`src/rtl/bin2csd_seq_pkg.sv`:
```
// Shared definitions for the binary-to-CSD recoder: FSM states and digit codes.
// csd2bin uses the same digit codes, so both blocks import them from here.
package bin2csd_seq_pkg;

  typedef enum logic [1:0] {
    ST_IDLE = 2'd0,
    ST_CONV = 2'd1,
    ST_DONE = 2'd2
  } state_t;

  // 2'b11 is never produced.
  localparam logic [1:0] CSD_0  = 2'b00;
  localparam logic [1:0] CSD_P1 = 2'b01;
  localparam logic [1:0] CSD_M1 = 2'b10;

endpackage

```
`src/rtl/bin2csd_seq_csd_digit.sv`:
```
// One step of the Reitwiesner recurrence. It is purely combinational so that a
// parallel recoder can later chain W copies of it.
//   cout  = (b0 + b1 + cin) >= 2
//   digit = b0 + cin - 2*cout
module csd_digit
  import bin2csd_seq_pkg::*;
(
  input  logic       b0,
  input  logic       b1,
  input  logic       cin,
  output logic [1:0] digit,
  output logic       cout
);

  // Majority carry. When b0 and cin differ, the digit is -1 if the carry
  // propagates through b1 and +1 otherwise.
  always_comb begin
    cout  = (b0 & b1) | (b0 & cin) | (b1 & cin);
    digit = CSD_0;
    if (b0 ^ cin) begin
      digit = b1 ? CSD_M1 : CSD_P1;
    end
  end

endmodule

```
`src/rtl/bin2csd_seq.sv`:
```
// Sequential binary-to-CSD recoder. It emits one digit per clock, LSB first,
// shifting each digit into the top of y. After W steps y holds the full word.
//
// state   | meaning
// --------+-------------------------------------------------------------
// ST_IDLE | ready for an operand; x is loaded on in_valid
// ST_CONV | one digit per cycle, W cycles in total
// ST_DONE | y is complete and held until out_ready
module bin2csd_seq
  import bin2csd_seq_pkg::*;
#(
  parameter  int W  = 5,
  localparam int CW = (W > 1) ? $clog2(W) : 1
) (
  input  logic           clk,
  input  logic           rst,
  input  logic           in_valid,
  output logic           in_ready,
  input  logic [W-1:0]   x,
  output logic           out_valid,
  input  logic           out_ready,
  output logic [2*W-1:0] y
);

  localparam logic [CW-1:0] CNT_LAST = CW'(W - 1);

  state_t          r_state;
  state_t          w_state_next;
  logic [W-1:0]    r_sh;
  logic            r_carry;
  logic [CW-1:0]   r_cnt;
  logic [2*W-1:0]  r_y;

  logic            w_load;
  logic            w_step;
  logic            w_b1;
  logic [1:0]      w_digit;
  logic            w_cout;

  // On the last step sh[1] would be out of range for small W, so the sign bit
  // is taken directly. With sign fill it has the same value anyway.
  assign w_b1 = (r_cnt == CNT_LAST) ? r_sh[W-1] : r_sh[1];

  csd_digit u_digit (
    .b0    (r_sh[0]),
    .b1    (w_b1),
    .cin   (r_carry),
    .digit (w_digit),
    .cout  (w_cout)
  );

  // Next-state and handshake outputs.
  always_comb begin
    w_state_next = r_state;
    w_load       = 1'b0;
    w_step       = 1'b0;
    in_ready     = 1'b0;
    out_valid    = 1'b0;
    unique case (r_state)
      ST_IDLE: begin
        in_ready = 1'b1;
        if (in_valid) begin
          w_load       = 1'b1;
          w_state_next = ST_CONV;
        end
      end
      ST_CONV: begin
        w_step = 1'b1;
        if (r_cnt == CNT_LAST) begin
          w_state_next = ST_DONE;
        end
      end
      ST_DONE: begin
        out_valid = 1'b1;
        if (out_ready) begin
          w_state_next = ST_IDLE;
        end
      end
      default: begin
        w_state_next = ST_IDLE;
      end
    endcase
  end

  // State register.
  always_ff @(posedge clk) begin
    if (rst) begin
      r_state <= ST_IDLE;
    end else begin
      r_state <= w_state_next;
    end
  end

  // Datapath: load the operand, then shift one digit in per CONV cycle.
  // The carry out of the top digit is dropped; W digits always cover the range.
  always_ff @(posedge clk) begin
    if (rst) begin
      r_sh    <= '0;
      r_carry <= 1'b0;
      r_cnt   <= '0;
      r_y     <= '0;
    end else if (w_load) begin
      r_sh    <= x;
      r_carry <= 1'b0;
      r_cnt   <= '0;
    end else if (w_step) begin
      r_y     <= {w_digit, r_y[2*W-1:2]};
      r_sh    <= {r_sh[W-1], r_sh[W-1:1]};
      r_carry <= w_cout;
      r_cnt   <= r_cnt + CW'(1);
    end
  end

  assign y = r_y;

endmodule

```
`config.mk`:
```
export PLATFORM = sky130hd
export DESIGN_NAME = bin2csd_seq
export DESIGN_NICKNAME = d
export VERILOG_FILES = /design/src/rtl/bin2csd_seq_pkg.sv /design/src/rtl/bin2csd_seq_csd_digit.sv /design/src/rtl/bin2csd_seq.sv
export SDC_FILE = /design/constraint.sdc
export NUM_CORES = 1
export LEC_CHECK = 0
export CAP_MARGIN = 20
export CORE_MARGIN = 2
export CORE_UTILIZATION = 52
export DETAILED_ROUTE_END_ITERATION = 12
export PLACE_DENSITY = 0.82
export SLEW_MARGIN = 20
export SYNTH_ARGS = -nofsm -noshare
export SYNTH_HDL_FRONTEND = slang
export SYNTH_SLANG_ARGS = --single-unit
```
`constraint.sdc`:
```
create_clock -name clk -period 2.9 [get_ports clk]
set_clock_uncertainty 0.15 [all_clocks]
set_input_delay 0.58 -clock clk [delete_from_list [all_inputs] [get_ports clk]]
set_output_delay 0.58 -clock clk [all_outputs]
set_load 0.005 [all_outputs]
```
**Word level (Yosys, flattened, before mapping)**

Cells that the tools add are included.

- Register bits: 21
- Input bits: 9
- Output and inout bits: 12
- Logic and storage cells: 39

- $add $sub $neg: 1
- Eq/ne operators: 6
- Muxes and demuxes: 14
- Bitwise operators: 7
- Reductions and logical operators: 5

Operator list:

| operator | count |
|---|---|
| 2-bit 2-to-1 mux | 5 |
| 1-bit 2-to-1 mux | 6 |
| 2-bit inequality test (second input constant) | 3 |
| 2-bit one-hot mux with 3 select lines | 1 |
| 5-bit 2-to-1 mux | 1 |
| 4-bit 2-to-1 mux | 1 |
| 3-bit by 1-bit adder with 3-bit output (second input constant) | 1 |
| 1-bit AND | 3 |
| 3-bit equality test (second input constant) | 1 |
| 3-bit AND reduction | 1 |
| 2-bit by 1-bit equality test with 1-bit output (second input constant) | 1 |
| 2-bit equality test (second input constant) | 1 |
| 2-bit zero test | 1 |
| 1-bit bitwise OR | 2 |
| 2-bit AND reduction | 1 |
| 2-bit nonzero test | 1 |
| 2-bit OR reduction | 1 |
| 1-bit NOT | 1 |
| 1-bit bitwise XOR | 1 |

**Logic depth before layout (Yosys ltp)**

- Depth in word-level cells: 5
- Depth in mapped cells: 5
- Depth with buffers taken out: 5

**By module**

Synthesis repeated with hierarchy kept, for this count alone.

- Cells, all modules: 112
- Area total of the unflattened synthesis: 934.6 um^2

Modules (own cells, without submodules):

| module | instances | cells each | area an instance (um^2) | sequential area each (um^2) |
|---|---|---|---|---|
| bin2csd_seq | 1 | 107 | 894.6 | 420.4 |
| csd_digit | 1 | 5 | 40.0 | 0.0 |

**Worst setup path after synthesis**

OpenSTA, ideal clock, no wires.

- Path type: input-to-reg
- Start: input port in_valid
- End: register r_carry
- Data arrival time: 1.138 ns
- Slack: 1.526 ns
- Cell stages on the path: 3
- Path buffers: 0
- Path through: nor3b_2 or2_1 a221oi_2

- Word-level cells in the longest chain between the ends: 3

RTL lines:

| item | line | text |
|---|---|---|
| start: declaration | bin2csd_seq.sv:17 | `input logic in_valid,` |
| 1-bit 2-to-1 mux | bin2csd_seq.sv:62 | `if (in_valid) begin` |
| 1-bit 2-to-1 mux | bin2csd_seq.sv:59 | `unique case (r_state)` |
| 2-bit OR reduction (no source line) | -- |  |
| end signal: assignment | bin2csd_seq.sv:109 | `r_carry <= w_cout;` |
| end: declaration | bin2csd_seq.sv:30 | `logic r_carry;` |

No other way between the ends.
A chain may end at the register's enable or synchronous reset.

**Final worst setup path**

- Start: register r_state[1]
- End: output port out_valid

- Word-level cells in the longest chain between the ends: 2

RTL lines:

| item | line | text |
|---|---|---|
| start: declaration | bin2csd_seq.sv:27 | `state_t r_state;` |
| start signal: assignment | bin2csd_seq.sv:90 | `r_state <= w_state_next;` |
| 2-bit equality test | bin2csd_seq.sv:59 |  |
| 1-bit 2-to-1 mux | bin2csd_seq.sv:59 |  |
| end: declaration | bin2csd_seq.sv:20 | `output logic out_valid,` |

No other way between the ends.

==> impl_metrics.yaml <==
cells_and_area:
  drive_above_1_share_pct: 18.3
  num-fill-cells: 152
  syn2layout_area_growth_pct: 23.4
  multiInputGateArea_um2: 482
  diodes: 0
  seq_area_um2: 420
  fin_util_pct: 68.4
  final_cells: 151
  nNetsFinal: 139
sta:
  post-route-period-util_pct: 79.9
  fmaxAchievable_mhz: 431
  relSlewSlack_pct: 65.1
  period_minus_slack_ns: 2.32
  hold_viol: 0
  worst_slack_ns: 0.582
  slew_violations: 0
  rsz0062_at_grt: "no"
  worst_slew_pin_slew_ns: 0.524
  setup_viol: 0
  tns_ns: 0
clock_network:
  clockBufferDepth: 2
  htreeDepth: 1
  cts_resized: 0
  insertion_delay_ns: 0.30
  hold_buffers: 0
  root_buffer: "clkbuf_4"
  post-cts-setup-buffers: 0
  cts_tree: "done"
  cts_buffers: 3
  clock_sinks: 21
  path_clk_slew_ns: 0.11
routing:
  vias: 785
  drtPass1Iterations: 4
  antenna_left: 0
  drt-total-wl_um: 1930
  drc: 0
  routedWlPerCell_um: 12.8
  vias_per_cell: 5.20
  drtIter0Drc: 12
critical_path:
  path_class: "flop to output port"
  cp_max_fo: 11
  worstPathArrival_ns: 1.59
  cp.required_ns: 2.17
  endpoint_kind: "output port"
  start_kind: "flop"
die:
  die-area_um2: 2220
  core_area_um2: 1750
  start_util_pct: 55.4
  die_h_um: 47.1
  rows: 15
  io_pins: 21
  die_w_um: 47.1
yosys:
  yosysWarnings: 0
  synth_edf_count: 0
  synth_area_leaders: "dfxtp_1, a21oi_2, nand2_1, o221a_2, ha_1"
  ys_seq_area_share_pct: 43.5
  avgSynthCellArea_um2: 9.12
  synthTopCellsByCount: "dfxtp_1, nand2_1, a21oi_2"
  synth-seq-cells: 21
  synth_area_um2: 967
  async_reset_ff_share_pct: 0
  yosysTopAreaCell: "dfxtp_1"
  synth.distinct_cells: 32
  synth_top_cell_area_share_pct: 43.5
  synth_cells: 106
  syn_nets: 118
  synth_top_flop_cell: "dfxtp_1"
power:
  vdd_ir_drop_max_mv: 0.282
  total_power_uw: 516
  cellPowerDensity_nw_per_um2: 432
  leakage_uw: 0.000435
grt:
  grt_pass1_vias: 689
  grt_max_degree: 17
  grt_usage_pct: 18.9
  antenna_found_initial: 0
  grt_pass1_wl_um: 2900
  overflow: 0
min_path:
  hold_path_class: "flop to flop"
placement:
  hpwl_um: 1430
  dp.cells: 147
  portBuffers: 20
  place_ws_ns: 0.903
  routabilityCongestion: 0.738
flow_run:
  max-cap-violations: 0
outcome:
  status: "finished, final reports clean"
==> kinds of logic (layout without fill, tap and decap cells) <==
| family | after synthesis | after routing | share of synthesized area [%] |
|---|---|---|---|
| AND/OR/NAND/NOR | 42 | 42 | 21.0 |
| AO/OA/AOI/OAI | 25 | 25 | 22.0 |
| flip-flops | 21 | 21 | 43.5 |
| buffers and inverters | 12 | 32 | 6.73 |
| adder cells (fa/ha/maj) | 3 | 3 | 3.88 |
| multiplexers | 2 | 2 | 2.07 |
| XOR/XNOR | 1 | 1 | 0.906 |
==> per-stage QoR <==
step           cell area (um2)  hold slack, ns
3_5_place_dp              1170           0.314
6_report                  1190           0.330
2_1_floorplan              967           0.297
5_1_grt                   1190           0.345
4_1_cts                   1190           0.334
3_3_place_gp              1170           0.305
==> critical path: stages, from the launching register on <==
cell             delay [ns]
dfxtp_1                0.56
nor2b_1                0.21
clkdlybuf4s50_1        0.52
==> final cells by class <==
| class | count | area share [%] |
|---|---|---|
| inverters | 7 | 2.20 |
| multi-input cells | 73 | 40.4 |
| clock buffers | 4 | 2.20 |
| flip-flops and latches | 21 | 35.2 |
| repair buffers | 21 | 17.4 |
| well taps | 25 | 2.62 |
==> report_power, final <==
| part | internal [uW] | switching (uW) |
|---|---|---|
| combinational | 34.1 | 33.6 |
| clock | 53.7 | 84.8 |
| sequential | 298 | 11.2 |
==> placed cells by master, fill, tap and decap left out, types with 2 or more instances in the layout <==
cell | Yosys | final
nand2_1 | 21 | 21
dfxtp_1 | 21 | 21
clkdlybuf4s50_1 | 0 | 20
a21oi_2 | 9 | 9
nor2_1 | 7 | 7
inv_1 | 6 | 6
a21oi_1 | 5 | 5
o221a_2 | 4 | 4
nor2b_1 | 3 | 3
ha_1 | 3 | 3
clkbuf_4 | 0 | 3
nor3b_1 | 2 | 2
mux2i_1 | 2 | 2
nand3_1 | 2 | 2
==> per-layer routing <==
| layer | wire length (um) | track usage (%) | vias up |
|---|---|---|---|
| met5 | 0 | 0 | - |
| met2 | 953 | 31.2 | 10 |
| met1 | 901 | 24.8 | 371 |
| li1 | - | - | 399 |
| met3 | 42 | 2.31 | 5 |
| met4 | 37 | 8.33 | 0 |
==> path summary, 6_finish.rpt <==
kind / start / end / slack (ns) / cells after the start
worst max register to register: r_state[0] / y[8] / 1.03 / 3
worst min register to register: y[8] / y[6] / 0.33 / 2
worst min-delay path: y[8] / y[6] / 0.33 / 2
worst max-delay path: r_state[1] / out_valid / 0.58 / 2
==> sequential cells by signal, indices dropped and copies added, names as in the netlist <==
name and flops:
y 10, r_sh 5, r_cnt 3, r_state 2
r_carry 1
Power figures use the tool's default switching activity.
